<file path="src/rtl/uart_arb_pkg.sv">
// Shared types and defaults for the UART transmit arbiter.
package uart_arb_pkg;

  typedef enum logic [1:0] {
    IDLE   = 2'd0,
    LAUNCH = 2'd1,
    WAIT   = 2'd2,
    GAP    = 2'd3
  } arb_state_e;

  localparam int DEF_N_REQ          = 4;
  localparam int DEF_GAP_CYCLES     = 16;
  localparam int DEF_TIMEOUT_CYCLES = 65535;
  localparam int GRANT_W            = $clog2(DEF_N_REQ);

  function automatic int idx_w(input int n);
    return (n > 1) ? $clog2(n) : 1;
  endfunction

endpackage

</file>
<file path="src/rtl/uart_tx_arbiter_rr_pick.sv">
// Combinational round-robin picker: first requester above last_grant, else lowest.
module rr_pick #(
  parameter int N_REQ = 4,
  parameter int GW    = 2
) (
  input  logic [N_REQ-1:0] req,
  input  logic [GW-1:0]    last_grant,
  output logic             valid,
  output logic [GW-1:0]    index
);

  logic [N_REQ-1:0] hi;
  logic [GW-1:0]    idx_hi, idx_lo;

  always_comb begin
    hi     = '0;
    idx_hi = '0;
    idx_lo = '0;
    for (int c = 0; c < N_REQ; c++)
      hi[c] = req[c] && (GW'(c) > last_grant);
    // descending scan leaves the lowest set bit in each candidate index
    for (int c = N_REQ - 1; c >= 0; c--) begin
      if (hi[c])  idx_hi = GW'(c);
      if (req[c]) idx_lo = GW'(c);
    end
    valid = |req;
    index = (|hi) ? idx_hi : idx_lo;
  end

endmodule

</file>
<file path="src/rtl/uart_tx_arbiter.sv">
// Round-robin arbiter sharing one UART transmitter between N_REQ byte requesters.
module uart_tx_arbiter
  import uart_arb_pkg::*;
#(
  parameter  int N_REQ          = DEF_N_REQ,
  parameter  int GAP_CYCLES     = DEF_GAP_CYCLES,
  parameter  int TIMEOUT_CYCLES = DEF_TIMEOUT_CYCLES,
  localparam int GW             = idx_w(N_REQ)
) (
  input  logic               clock,
  input  logic               reset,
  input  logic [N_REQ-1:0]   req,
  input  logic [8*N_REQ-1:0] req_data,
  output logic [N_REQ-1:0]   ack,
  output logic [N_REQ-1:0]   err,
  output logic               tx_send,
  output logic [7:0]         tx_data,
  input  logic               tx_done,
  output logic               busy,
  output logic [GW-1:0]      grant_id
);

  localparam int CNT_MAX = (TIMEOUT_CYCLES > GAP_CYCLES) ? TIMEOUT_CYCLES : GAP_CYCLES;
  localparam int CNT_W   = $clog2(CNT_MAX + 1);
  localparam logic [CNT_W-1:0] TO_LAST  = CNT_W'(TIMEOUT_CYCLES - 1);
  localparam logic [CNT_W-1:0] GAP_LAST = CNT_W'(GAP_CYCLES - 1);

  arb_state_e       state, state_d;
  logic [CNT_W-1:0] cnt, cnt_d;
  logic             done_q, rise;
  logic [GW-1:0]    last_grant, last_d, grant_d;
  logic [7:0]       data_d;
  logic             send_d, busy_d;
  logic [N_REQ-1:0] ack_d, err_d, onehot;
  logic             pick_vld;
  logic [GW-1:0]    pick_idx;

  rr_pick #(.N_REQ(N_REQ), .GW(GW)) u_pick (
    .req       (req),
    .last_grant(last_grant),
    .valid     (pick_vld),
    .index     (pick_idx)
  );

  always_comb begin
    state_d = state;
    cnt_d   = cnt;
    grant_d = grant_id;
    last_d  = last_grant;
    data_d  = tx_data;
    send_d  = 1'b0;
    ack_d   = '0;
    err_d   = '0;
    rise    = tx_done & ~done_q;
    onehot  = N_REQ'(1) << grant_id;
    case (state)
      IDLE: if (pick_vld) begin
        grant_d = pick_idx;
        data_d  = req_data[{pick_idx, 3'b000} +: 8];
        send_d  = 1'b1;
        state_d = LAUNCH;
      end
      LAUNCH: begin
        cnt_d   = '0;
        state_d = WAIT;
      end
      WAIT: begin
        // a done edge wins over a coincident timeout
        if (rise || cnt == TO_LAST) begin
          ack_d   = onehot;
          err_d   = rise ? '0 : onehot;
          last_d  = grant_id;
          cnt_d   = '0;
          state_d = GAP;
        end else begin
          cnt_d = cnt + 1'b1;
        end
      end
      GAP: begin
        if (cnt == GAP_LAST) begin
          cnt_d   = '0;
          state_d = IDLE;
        end else begin
          cnt_d = cnt + 1'b1;
        end
      end
      default: state_d = IDLE;
    endcase
    busy_d = (state_d != IDLE);
  end

  always_ff @(posedge clock) begin
    if (!reset) begin
      state      <= IDLE;
      cnt        <= '0;
      done_q     <= 1'b0;
      grant_id   <= '0;
      last_grant <= GW'(N_REQ - 1);
      tx_data    <= '0;
      tx_send    <= 1'b0;
      ack        <= '0;
      err        <= '0;
      busy       <= 1'b0;
    end else begin
      state      <= state_d;
      cnt        <= cnt_d;
      done_q     <= tx_done;
      grant_id   <= grant_d;
      last_grant <= last_d;
      tx_data    <= data_d;
      tx_send    <= send_d;
      ack        <= ack_d;
      err        <= err_d;
      busy       <= busy_d;
    end
  end

endmodule

</file>
<file path="config.mk">
export PLATFORM = sky130hd
export DESIGN_NAME = uart_tx_arbiter
export DESIGN_NICKNAME = d
export VERILOG_FILES = /design/src/rtl/uart_arb_pkg.sv /design/src/rtl/uart_tx_arbiter_rr_pick.sv /design/src/rtl/uart_tx_arbiter.sv
export SDC_FILE = /design/constraint.sdc
export NUM_CORES = 1
export LEC_CHECK = 0
export ABC_CLOCK_PERIOD_IN_PS = 2600
export BUFFER_PORTS_ARGS = -buffer_cell sky130_fd_sc_hd__buf_2
export CORE_UTILIZATION = 51
export DETAILED_ROUTE_END_ITERATION = 8
export PLACE_DENSITY_LB_ADDON = 0.05
export SYNTH_ARGS = -nofsm -noshare
export SYNTH_HDL_FRONTEND = slang
export SYNTH_SLANG_ARGS = --single-unit
</file>
<file path="constraint.sdc">
create_clock -name clock -period 2.6 [get_ports clock]
set_input_delay 0.26 -clock clock [delete_from_list [all_inputs] [get_ports clock]]
set_output_delay 0.26 -clock clock [all_outputs]
set_load 0.01 [all_outputs]
</file>
==> summary.md, run 1 <==
| Metric | Value |
|---|---|
| Port-buffer cells | 58 |
| LEAKAGE | 1.08 nW |
| MaxCap Viol Count | 0 |
| Top post-synthesis cells by area | dfxtp_1, mux2i_1, a211oi_1 |
| Status | completed |
| Die ar. | about 4300 um^2 |
| CP Class | reg -> reg |
| Gr ovfl total | 0 |
| Launch point of the critical path | cnt[4] |
| Placed cell count | between 300 and 400 |
| Highest cell delay on the worst timing path | 0.59 ns |
| Worst Setup End Kind | flip-flop |
| Layout Area Growth over Synthesis | 19.7% |
| # clock sinks | 41 |
| Vias per cell | ~5.7 |
| Setup Buffers After CTS | 0 |
| Starting Density | 0.545 |
| DRC errors left | 0 |
| Top_reg_cell synth | dfxtp_1 |
| CTS tree | built |
| Dpl ws | about 0.49 ns |
| Routed wire length | ~4600 um |
| Critical-path maximum fanout | 9 |
| Post-synth ARST share | 0 |
| Antenna Nets Post-Route | 0 |
| #FFs+latches synth | between 40 and 50 |
| Post-cts sizing count | 0 |
| Max Clock Skew | 0.00748 ns |
| Worst vdd ir | ~0.36 mV |
| Worst path arrival time | ~2.3 ns |
| Hold WS | 0.189 ns |
| Synth unique cells | 47 |
| Class of the worst hold path | in -> reg |
| Htree depth | 2 |
| CP required | approximately 2.8 ns |
| Clock Latency Late Sink | ~0.3 ns |
| PD cells | between 500 and 600 nW/um^2 |
| Avg WL per Cell | roughly 14 um |
| Number of flops mapped to enable cells by yosys | 0 |
| CP max-delay cell | or4_4 |
| Headroom to the max-slew limit | 0.469 |
| R2r startpoint | cnt[4] |
| Hpwl dp | roughly 3500 um |
| Highest Clock Rate | between 400 and 500 MHz |
| DR iter-0 viols | about 110 |
| Share of the synthesized area in the top cell type | 0.402 |
| Pre-antenna DRT Iters | 4 |
| Slew Viols, Final | 0 |
| DIE WIDTH | between 60 and 70 um |
| Row count | 22 |
| Tcrit/Tclk final | 0.814 |
| Initial antenna violation count | 0 |
| CTS clk-pin slew, worst paths | 0.08 ns |
| Die height | roughly 65 um |
| Register area share after synthesis | 0.402 |
| Synth cell count leaders | dfxtp_1, nand2_1, nor2_1 |
| CP Launch Type | flip-flop |
| Final-stage net count | 332 |
| Unrepaired setup endpoints after global routing | no |
| Longest Clk Path Bufs | 2 |
| Clock Root Buffer | clkbuf_8 |
| Syn Std Cell Area | 2040 um^2 |
| Mapped Avg Cell Area | between 8 and 9 um^2 |
| Post-Syn Nets | roughly 280 |
| Via count | 1935 |
| Vias in the first global route | about 1700 |
| # hold bufs at CTS | 0 |
| Share of cells above drive strength 1 | 0.253 |
| Global-route wire length before repair | around 7600 um |
| Largest net degree at the start of global routing | 28 |
| Gate count of the mapped netlist | between 200 and 250 |
| Ports | 59 |
| TNS Setup | 0 ns |
| Largest area contributor in the synthesized netlist | dfxtp_1 |
| Most frequent cell after synthesis | dfxtp_1 |
| Hold Fails Final Rpt | 0 |
| Tightest Pin Transition | a little under 0.8 ns |
| Final setup violation count | 0 |
| GRT Overall Usage | 0.233 |
| Antenna diodes | 0 |
| Final worst slack | 0.483 ns |
| CP cell instances | nand4_1 -> or4_4 -> a21boi_1 -> nand3_1 -> nor3_1 |
| Tmin final | around 2.1 ns |
| Num CTS Buffers | 5 |
| Hold path startpoint | tx_done |
| Fin cells | 340 |
| YS warnings | 0 |
| Gpl congestion | approximately 0.77 |
| Core Area | 3740 um^2 |
layout by cell type (no fill, tap or decap), types with 3 or more instances in the layout:
cell type,instances
or2_2,3
nor4_1,3
nor2b_1,5
buf_2,58
a21oi_1,10
nand4_1,6
a211oi_1,13
and2_1,4
o21ai_0,12
a31oi_1,7
dfxtp_1,41
mux2i_1,13
nand2_1,14
nand3b_1,4
buf_4,4
o211a_1,3
a22o_1,4
a21boi_0,7
nor2_1,14
and3_1,4
clkbuf_8,5
nand3_1,11
or3_1,3
nor3_1,4
inv_1,8
per-layer routing:
metal	wire length [um]	global-route usage
met1	2150	0.289
met2	2220	0.393
met3	189	0.0469
met4	75	0.0897
met5	0	0
path summary, 6_finish.rpt:
path / end / slack [ns] / cells past startpoint
setup / recovery: err[2] / 0.48 / 5
hold / removal: done_q / 0.19 / 2
setup reg to reg: err[2] / 0.48 / 5
hold reg to reg: tx_data[0] / 0.51 / 2
stage by stage:
| stage | total power, mW | instance area, um^2 | utilization |
|---|---|---|---|
| floorplan | 0.896 | 2040 | - |
| global placement | 0.997 | 2360 | 0.631 |
| detailed placement | 1.00 | 2360 | 0.631 |
| CTS | 1.41 | 2440 | 0.653 |
| global route | 1.46 | 2440 | 0.653 |
| finish | 1.39 | 2440 | 0.653 |
state kept, by name (all words and copies together), names as in the netlist:
signal and cells:
cnt 16, tx_data 8, ack 4, err 4
grant_id 2, last_grant 2, state 2, busy 1
done_q 1, tx_send 1
area by class of cell:
class / instances / area, um^2
clock buffer: 6 / 72.6
fill: 360 / 1300
tap: 48 / 60.1
timing repair buffer: 62 / 320
clock inverter: 2 / 10.0
multi-input combinational: 173 / 1130
inverter: 8 / 30.0
sequential: 41 / 821
worst max-delay path: cells and delay by family, from the launching register on:
kind / cells / cell delay, ns
DFF: 1 / 0.46
AOI/OAI and AO/OA: 1 / 0.41
and+or+nand+nor: 4 / 1.17
logic make-up (layout without fill, tap and decap cells):
logic type      count (synthesis)  in the layout  share of synthesized area
simple gates                   84             84                      0.225
compound gates                 72             72                      0.244
flops                          41             41                      0.402
buf+inv                        20             78                     0.0441
mux                            13             13                     0.0637
fa+ha+maj                       2              2                     0.0123
xor+xnor                        2              2                    0.00858
power breakdown:
part / internal (mW) / switching (mW)
Clock: 0.186 / 0.221
Sequential: 0.669 / 0.0295
Combinational: 0.128 / 0.159
(Power assumes the default switching activity.)
==> run 2: changes to the inputs <==
--- a/config.mk
+++ b/config.mk
@@ -5,7 +5,7 @@
 export SDC_FILE = /design/constraint.sdc
 export NUM_CORES = 1
 export LEC_CHECK = 0
-export ABC_CLOCK_PERIOD_IN_PS = 2600
+export ABC_CLOCK_PERIOD_IN_PS = 2000
 export BUFFER_PORTS_ARGS = -buffer_cell sky130_fd_sc_hd__buf_2
 export CORE_UTILIZATION = 51
 export DETAILED_ROUTE_END_ITERATION = 8
==> constraint.sdc (replaced) <==
create_clock -name clock -period 2 [get_ports clock]
set_input_delay 0.2 -clock clock [delete_from_list [all_inputs] [get_ports clock]]
set_output_delay 0.2 -clock clock [all_outputs]
set_load 0.01 [all_outputs]
==> summary.md, run 2 (synthesis results as in run 1) <==
| Metric | Value |
|---|---|
| Status | completed (unchanged) |
| Largest reg by FF count | cnt (unchanged) |
| Avg WL per Cell | 13.6 um (about the same) |
| Initial antenna violation count | 0 (unchanged) |
| Slew Viols, Final | 0 (unchanged) |
| Highest Clock Rate | 532 MHz (was 472 MHz) |
| Final worst slack | 0.121 ns (was 0.483 ns) |
| Headroom to the max-slew limit | 0.436 (was 0.469) |
| CP Launch Type | flip-flop (unchanged) |
| Die height | 65.3 um (unchanged) |
| Share of cells above drive strength 1 | 0.331 (was 0.253) |
| Hpwl dp | 3690 um (was 3470 um) |
| Dpl ws | 0.0795 ns (was 0.488 ns) |
| Critical-path maximum fanout | 17 (was 9) |
| Ports | 59 (unchanged) |
| Worst vdd ir | 0.342 mV (was 0.357 mV) |
| Placed cell count | 350 (was 332) |
| Cell-internal power | 1.37 mW (was 983 uW) |
| Num CTS Buffers | 5 (unchanged) |
| LEAKAGE | 1.19 nW (was 1.08 nW) |
| Hold WS | 0.134 ns (was 0.189 ns) |
| Layout Area Growth over Synthesis | 29.7% (was 19.7%) |
| Clock power share | 0.316 (was 0.292) |
| Gr ovfl total | 0 (unchanged) |
| Largest registers | cnt (16), tx_data (8) (unchanged) |
| Class of the worst hold path | in -> reg (unchanged) |
| Htree depth | 2 (unchanged) |
| Final-stage net count | 351 (was 332) |
| Fin cells | 359 (was 340) |
| Highest-count cells in the layout ignoring fill and taps | buf_2, dfxtp_1, buf_4 (was buf_2, dfxtp_1, nor2_1, nand2_1) |
| Global-route wire length before repair | 8290 um (was 7650 um) |
| Vias per cell | 5.73 (was 5.69) |
| Port-buffer cells | 58 (unchanged) |
| Clock Latency Late Sink | 0.30 ns (about the same) |
| Worst Setup End Kind | flip-flop (unchanged) |
| CP Class | reg -> reg (unchanged) |
| Core Area | 3740 um^2 (unchanged) |
| Post-DP Area | 2510 um^2 (was 2360 um^2) |
| Worst path arrival time | 2.05 ns (was 2.34 ns) |
| DIE WIDTH | 65.3 um (unchanged) |
| CP required | 2.17 ns (was 2.82 ns) |
| DRC errors left | 0 (unchanged) |
| Starting Density | 0.545 (unchanged) |
| Power, Total | 1.91 mW (was 1.39 mW) |
| Pre-antenna DRT Iters | 4 (unchanged) |
| # hold bufs at CTS | 0 (unchanged) |
| Clock Root Buffer | clkbuf_8 (unchanged) |
| Tightest Pin Transition | 0.838 ns (was 0.790 ns) |
| CTS clk-pin slew, worst paths | 0.08 ns (about the same) |
| CTS tree | built (unchanged) |
| Die ar. | 4260 um^2 (unchanged) |
| Row count | 22 (unchanged) |
| GRT Overall Usage | 0.252 (was 0.233) |
| Max reg flops | 16 (unchanged) |
| Gpl congestion | 0.778 (was 0.766) |
| Max Clock Skew | 0.0121 ns (was 0.00748 ns) |
| Commonest non-fill, non-tap cell in the layout | buf_2 (unchanged) |
| Util after Layout | 0.707 (was 0.653) |
| Tmin final | 1.88 ns (was 2.12 ns) |
| DR iter-0 viols | 100 (was 113) |
| # clock sinks | 41 (unchanged) |
| Sequential share of power | 0.476 (was 0.501) |
| Final setup violation count | 0 (unchanged) |
| Antenna Nets Post-Route | 0 (unchanged) |
| Routed wire length | 4900 um (was 4640 um) |
| Longest Clk Path Bufs | 2 (unchanged) |
| Psw | 542 uW (was 410 uW) |
| Hold Fails Final Rpt | 0 (unchanged) |
| Vias in the first global route | 1944 (was 1715) |
| MaxCap Viol Count | 0 (unchanged) |
| Largest net degree at the start of global routing | 19 (was 28) |
| Tcrit/Tclk final | 0.939 (was 0.814) |
| Antenna diodes | 0 (unchanged) |
| PD cells | 723 nW/um^2 (was 570 nW/um^2) |
| Unrepaired setup endpoints after global routing | no (unchanged) |
| Via count | 2056 (was 1935) |
| Combinational power share | 0.209 (was 0.206) |
| Post-route cell area | 2650 um^2 (was 2440 um^2) |
| Sw frac | 0.283 (was 0.294) |
| TNS Setup | 0 ns (unchanged) |
-- run 2: cell types whose count changed in the layout (fill, tap and decap cells not counted), sizes merged --
cell / before / now
buf: 62 / 81
clkbuf: 6 / 7
clkinv: 2 / 1
-- run 2: layout make-up --
cell class / count / area [um^2]
Clock buffer: 7 / 96.3
Clock inverter: 1 / 5.00
Fill cell: 312 / 1100
Inverter: 8 / 30.0
Multi-Input combinational cell: 173 / 1150
Sequential cell: 41 / 831
Tap cell: 48 / 60.1
Timing Repair Buffer: 81 / 479
-- run 2: critical path: stages (launching register included) --
cell     delay [ns]
dfxtp_2        0.35
inv_1          0.06
ha_1           0.14
nand4_1        0.09
or4_4          0.47
a22o_1         0.26
buf_6          0.17
a31oi_4        0.16
a31oi_1        0.06
-- run 2: repair_timing --
action,4_1_cts,5_1_grt
setup buffers,0,1
hold endpoints to repair,0,0
setup endpoints to repair,0,7
gates resized for setup,0,10
-- run 2: path summary, 6_finish.rpt --
kind              depth (start not counted)  slack, ns      end    start
setup reg to reg                          8       0.12   cnt[5]   cnt[0]
hold reg to reg                           1       0.49  cnt[13]  cnt[13]
hold / removal                            2       0.13   done_q  tx_done
setup / recovery                          8       0.12   cnt[5]   cnt[0]
-- run 2: power by group through the flow --
stage                     combinational (mW)  clock [mW]  sequential, mW
after floorplan                        0.227           0           0.937
after global placement                 0.393           0           0.928
after detailed placement               0.398           0           0.928
after CTS                              0.400       0.617           0.909
after global routing                   0.447       0.655           0.920
final                                  0.400       0.604           0.910
-- run 2: layer usage --
| metal | global-route usage | up-vias | part of all wire |
|---|---|---|---|
| li1 | - | 1026 | - |
| met1 | 0.298 | 969 | 0.44 |
| met2 | 0.442 | 55 | 0.50 |
| met3 | 0.0660 | 6 | 0.045 |
| met4 | 0.0761 | 0 | 0.010 |
| met5 | 0 | - | 0 |
